### src/rtl/i2s_tx.sv
// i2s_tx -- I2S master transmitter.
//
// Derives SCLK and LRCK from mclk by division and serialises one stereo
// pair per frame, MSB-first, in standard I2S format: the first data bit
// of each channel lags the LRCK transition by one SCLK period. Samples
// enter through a valid/ready handshake into a one-entry holding buffer.
// At the start of every frame the held pair is promoted to the active
// pair. If nothing is held, the frame is zero and underrun pulses.
//
// Parameters
//   WIDTH  sample bits per channel
//   SLOT   SCLK periods per channel slot (WIDTH <= SLOT <= 64)
//   DIV    mclk cycles per SCLK period (even, >= 2)
//
// Ports
//   mclk       master clock, all state on posedge
//   rst        asynchronous active-high reset
//   pldin      left sample
//   prdin      right sample
//   din_valid  pldin/prdin valid
//   din_ready  holding buffer empty; transfer on din_valid && din_ready
//   sclk       bit clock (registered)
//   lrck       word select, 0 = left, 1 = right (registered)
//   sdout      serial data, changes with sclk falling (registered)
//   underrun   one-mclk pulse when a frame starts with an empty buffer
module i2s_tx #(
  parameter int WIDTH = 32,
  parameter int SLOT  = 32,
  parameter int DIV   = 4
) (
  input  logic             mclk,
  input  logic             rst,
  input  logic [WIDTH-1:0] pldin,
  input  logic [WIDTH-1:0] prdin,
  input  logic             din_valid,
  output logic             din_ready,
  output logic             sclk,
  output logic             lrck,
  output logic             sdout,
  output logic             underrun
);

  localparam int DW = $clog2(DIV);
  localparam int BW = $clog2(2 * SLOT);

  localparam logic [DW-1:0] DMAX  = DW'(DIV - 1);
  localparam logic [DW-1:0] DHALF = DW'(DIV / 2);
  localparam logic [BW-1:0] BMAX  = BW'(2 * SLOT - 1);
  localparam logic [BW-1:0] BSLOT = BW'(SLOT);
  localparam logic [BW-1:0] BONE  = BW'(1);

  logic [DW-1:0]    dcnt;
  logic [DW-1:0]    dcnt_n;
  logic [BW-1:0]    bcnt;
  logic [BW-1:0]    bcnt_n;
  logic             fall;
  logic             load;
  logic             accept;
  logic             full;
  logic [WIDTH-1:0] hold_l;
  logic [WIDTH-1:0] hold_r;
  logic [WIDTH-1:0] act_l;
  logic [WIDTH-1:0] act_r;
  logic [WIDTH-1:0] act_l_n;
  logic [WIDTH-1:0] act_r_n;
  logic [BW-1:0]    wpos;
  logic [BW-1:0]    pos;
  logic [WIDTH-1:0] sel;
  logic [WIDTH-1:0] msb_mask;
  logic             sbit;

  assign din_ready = ~full;

  always_comb begin
    fall     = (dcnt == DMAX);
    dcnt_n   = fall ? '0 : dcnt + 1'b1;
    bcnt_n   = (bcnt == BMAX) ? '0 : bcnt + 1'b1;
    // The frame load sits at new bcnt = 1 so that the right LSB, which
    // is sent at bcnt = 0, still comes from the previous active pair.
    load     = fall && (bcnt_n == BONE);
    accept   = din_valid && !full;

    act_l_n  = act_l;
    act_r_n  = act_r;
    if (load) begin
      if (full) begin
        act_l_n = hold_l;
        act_r_n = hold_r;
      end else begin
        act_l_n = '0;
        act_r_n = '0;
      end
    end

    // One-bit I2S delay: the bit on the wire at bcnt b belongs to
    // position b-1 of the frame. Serialise from the post-load pair so
    // the left MSB appears in the same cycle the pair is loaded.
    wpos = (bcnt_n == '0) ? BMAX : bcnt_n - 1'b1;
    if (wpos >= BSLOT) begin
      sel = act_r_n;
      pos = wpos - BSLOT;
    end else begin
      sel = act_l_n;
      pos = wpos;
    end
    // Shifting the MSB selector past the sample width yields the zero pad.
    msb_mask           = '0;
    msb_mask[WIDTH-1]  = 1'b1;
    sbit               = |(sel & (msb_mask >> pos));
  end

  always_ff @(posedge mclk or posedge rst) begin
    if (rst) begin
      dcnt     <= '0;
      bcnt     <= '0;
      sclk     <= 1'b0;
      lrck     <= 1'b0;
      sdout    <= 1'b0;
      underrun <= 1'b0;
      full     <= 1'b0;
      hold_l   <= '0;
      hold_r   <= '0;
      act_l    <= '0;
      act_r    <= '0;
    end else begin
      dcnt     <= dcnt_n;
      sclk     <= (dcnt_n >= DHALF);
      underrun <= 1'b0;

      if (fall) begin
        bcnt  <= bcnt_n;
        lrck  <= (bcnt_n >= BSLOT);
        sdout <= sbit;
        act_l <= act_l_n;
        act_r <= act_r_n;
        if (load) begin
          if (full) begin
            full <= 1'b0;
          end else begin
            underrun <= 1'b1;
          end
        end
      end

      // accept implies full = 0, so it never collides with the clear above.
      if (accept) begin
        hold_l <= pldin;
        hold_r <= prdin;
        full   <= 1'b1;
      end
    end
  end

endmodule

### config.mk
export PLATFORM = sky130hd
export DESIGN_NAME = i2s_tx
export DESIGN_NICKNAME = d
export VERILOG_FILES = /design/src/rtl/i2s_tx.sv
export SDC_FILE = /design/constraint.sdc
export NUM_CORES = 1
export LEC_CHECK = 0
export CORE_ASPECT_RATIO = 1.1
export CORE_MARGIN = 5
export CORE_UTILIZATION = 25
export CTS_CLUSTER_DIAMETER = 150
export DETAILED_ROUTE_END_ITERATION = 12
export PLACE_DENSITY = 0.52
export SLEW_MARGIN = 20
export SYNTH_ARGS = -nofsm -noshare
export SYNTH_HDL_FRONTEND = slang
export SYNTH_SLANG_ARGS = --single-unit
### constraint.sdc
create_clock -name mclk -period 4.7 [get_ports mclk]
set_input_delay 0.94 -clock mclk [delete_from_list [all_inputs] [get_ports mclk]]
set_output_delay 0.94 -clock mclk [all_outputs]
set_load 0.02 [all_outputs]
==> flow_summary_export.csv <==
group,metric,value,unit
setup_path,required,4.98,ns
floorplan,die_area,30600,um2
finish,nFillCells,2750,
synthesis,ys_seq_area_share,51.1,%
finish,multiInputGateArea,3130,um2
timing,worstMarginPinSlew,0.966,ns
routing,drc,0,
setup_path,crit_path_max_incr_delay,0.53,ns
placement,gp_congestion,0.849,
setup_path,end_kind,"register",
setup_path,reg2reg_depth,12,
routing,routed_wirelength,17.5,mm
finish,nNetsFinal,784,
synthesis,netlist_area,6810,um2
clocking,cts_buffer_depth,2,
synthesis,synth_edf_count,0,
timing,clock_skew,0.00893,ns
clocking,cts_made_buffers,17,
routing,drt_iter0_drc,356,
global_route,grt_max_degree,88,
setup_path,path_max_fanout,27,
worst_hold_path,hold_path_startpoint,"dcnt[0]",
clocking,ctsHoldBuffers,0,
setup_path,slowest_stage,"ha_1",
floorplan,die_x,167,um
synthesis,synth_nets,729,
global_route,grt_pass1_wl,28.7,mm
synthesis,yosysWarnings,0,
routing,vias,5043,
timing,hold_viol,0,
synthesis,synth_cell_types,65,
timing,timing.final.max_slew_violations,0,
power_and_ir_drop,power,0.00320,W
synthesis,synth_top_area_share,51.1,%
run_status,status,"finished clean",
worst_hold_path,hold_class,"reg2reg",
global_route,track_usage,11.7,%
finish,syn2layout_area_growth,25.8,%
setup_path,r2r-start,"bcnt[0]",
global_route,grt-ovfl-total,0,
power_and_ir_drop,p_per_area,374,nW/um2
timing,rsz0062_at_grt,"false",
clocking,cts-resized-gates,0,
clocking,cts_sinks,139,
setup_path,crit_path_start,"bcnt[0]",
clocking,cts_setup_buffers,0,
timing,tns,0,ns
placement,dp_hpwl,12.1,mm
timing,max_slew_margin,35.1,%
synthesis,synthArstFlopShare,100,%
power_and_ir_drop,p_leak,3.84,nW
synthesis,synth_top_cell_by_area,"dfrtp_1",
synthesis,syn_inst,658,
timing,fin_crit_sh,87.0,%
routing,vias_per_cell,4.66,
setup_path,setup.worst_path.end,"sdout",
finish,register_area,3480,um2
floorplan,rows,63,
finish,layout-drive-gt1-share,17.8,%
routing,wl_per_cell,16.1,um
floorplan,die_h,183,um
floorplan,start_util,25.3,%
synthesis,synth_seq_cells,139,
floorplan,io_pins,72,
setup_path,criticalPathCategory,"reg2reg",
global_route,grt_pass1_vias,5152,
clocking,cts-root-buf,"clkbuf_16",
placement,io_buffers,71,
routing,drt_pre_antenna_iters,5,
clocking,insertion_delay,0.42,ns
setup_path,r2r_setup_slack,0.61,ns
setup_path,start_kind,"register",
clocking,path_clk_slew,0.06,ns
setup_path,worstReg2RegEnd,"sdout",
timing,fmax,245,MHz
power_and_ir_drop,ir_drop,233,uV
synthesis,synth_area_leaders,"dfrtp_1, mux2_2, nand2_1",
setup_path,crit_arrival,4.37,ns
floorplan,core_area,26900,um2
global_route,grt_antenna_before_repair,0,
finish,antenna_cells,0,
clocking,cts_tree,"built",
worst_hold_path,min_path_cells,1,
timing,min_period,4.09,ns
routing,ant_nets,0,
setup_path,cp_cell_sequence,"inv_1, ha_1, nand3b_1, o22ai_2, nand3_1, nand2_4, buf_12, mux2i_1, o22ai_1, and3_1, a2111oi_1, a41oi_2",
clocking,htreeDepth,4,
synthesis,syn_avg_cell_area,10.3,um2
synthesis,synthFlopType,"dfrtp_1",
timing,finalSetupViolations,0,
finish,design_area,8560,um2
placement,dpl-instance-area,7910,um2
run,cap_viol_max_count,0,
-- placed cells by master (no fill, tap or decap), types with 3 or more instances in the layout --
cell and n:
o22ai_1 10, nor4_1 4, nand3b_1 3, mux2_2 72, nand3_1 74, buf_4 7, a22oi_1 3, buf_12 3
a21oi_1 9, o21ai_0 14, bufinv_16 5, clkdlybuf4s50_1 71, a22o_1 6, nor2_1 20, dfrtp_1 138, ha_1 4
a32o_1 3, xnor2_1 3, mux2i_1 34, and3_1 5, clkbuf_16 17, nor3_1 8, inv_6 5, nand2_1 141
inv_1 5, nand4_1 3
-- registers in the layout (all words and copies together), names as in the netlist --
name	cells
act_l	32
act_r	32
bcnt	5
dcnt	2
full	1
hold_l	32
hold_r	32
lrck	1
sdout	1
underrun	1
-- where the power goes --
group / switching, W / leakage (nW) / internal, W
clock: 0.000527 / 0.314 / 0.000959
combinational: 0.000109 / 1.83 / 0.000163
sequential: 0.0000998 / 1.70 / 0.00134
-- per-stage QoR --
stage               hold slack (ns)  cells  util [%]  setup slack, ns
floorplan                     0.401    658         -           0.0355
global placement              0.415   1051      29.4            0.753
detailed placement            0.413   1051      29.4            0.649
CTS                           0.421   1082      31.8            0.638
global route                  0.446   1082      31.8            0.286
finish                        0.419   1082      31.8            0.612
-- worst min-delay path by stage --
stage | endpoint | slack [ns]
6_report | dcnt[0] | 0.42
5_1_grt | dcnt[0] | 0.45
4_1_cts | dcnt[0] | 0.42
3_5_place_dp | dcnt[0] | 0.41
3_3_place_gp | dcnt[0] | 0.41
2_1_floorplan | dcnt[0] | 0.40
-- Yosys cell counts (8+ instances only) --
library cell,count
nand2_1,141
dfrtp_1,139
nand3_1,74
mux2_2,72
mux2i_1,34
clkbuf_1,23
nor2_1,20
o21ai_0,14
o22ai_1,10
a21oi_1,9
buf_2,9
buf_1,8
nor3_1,8
-- cell families after synthesis --
logic type / after synthesis / synth area share, %
AND/OR/NAND/NOR: 272 / 17.8
flip-flops: 139 / 51.1
multiplexers: 109 / 17.6
AO/OA/AOI/OAI: 80 / 9.03
buffers and inverters: 51 / 3.33
adder cells (fa/ha/maj): 4 / 0.735
XOR/XNOR: 3 / 0.386
-- per-layer routing --
layer  global-route usage [%]  part of all wire (%)  up-vias  wire length [um]
met3                     3.02                   3.4       21               594
met1                     15.6                    47     2474              8240
li1                         -                     -     2453                 -
met2                     18.4                    47       95              8250
met5                        0                     0        -                 0
met4                     3.96                   2.1        0               363
-- critical path, delay by kind of cell, from the launching register on --
family          cells  cell delay, ns
flops               1            0.50
mux                 1            0.20
compound gates      4            1.08
fa+ha+maj           1            0.53
simple gates        4            1.19
buf+inv             2            0.42
-- area by class of cell --
type,instances,area share (%)
tap,357,5.22
clock buffer,18,5.13
sequential,139,40.7
clock inverter,13,2.50
multi-input combinational,468,36.6
inverter,6,0.322
timing repair buffer,81,9.62
Power figures use the tool's default switching activity.
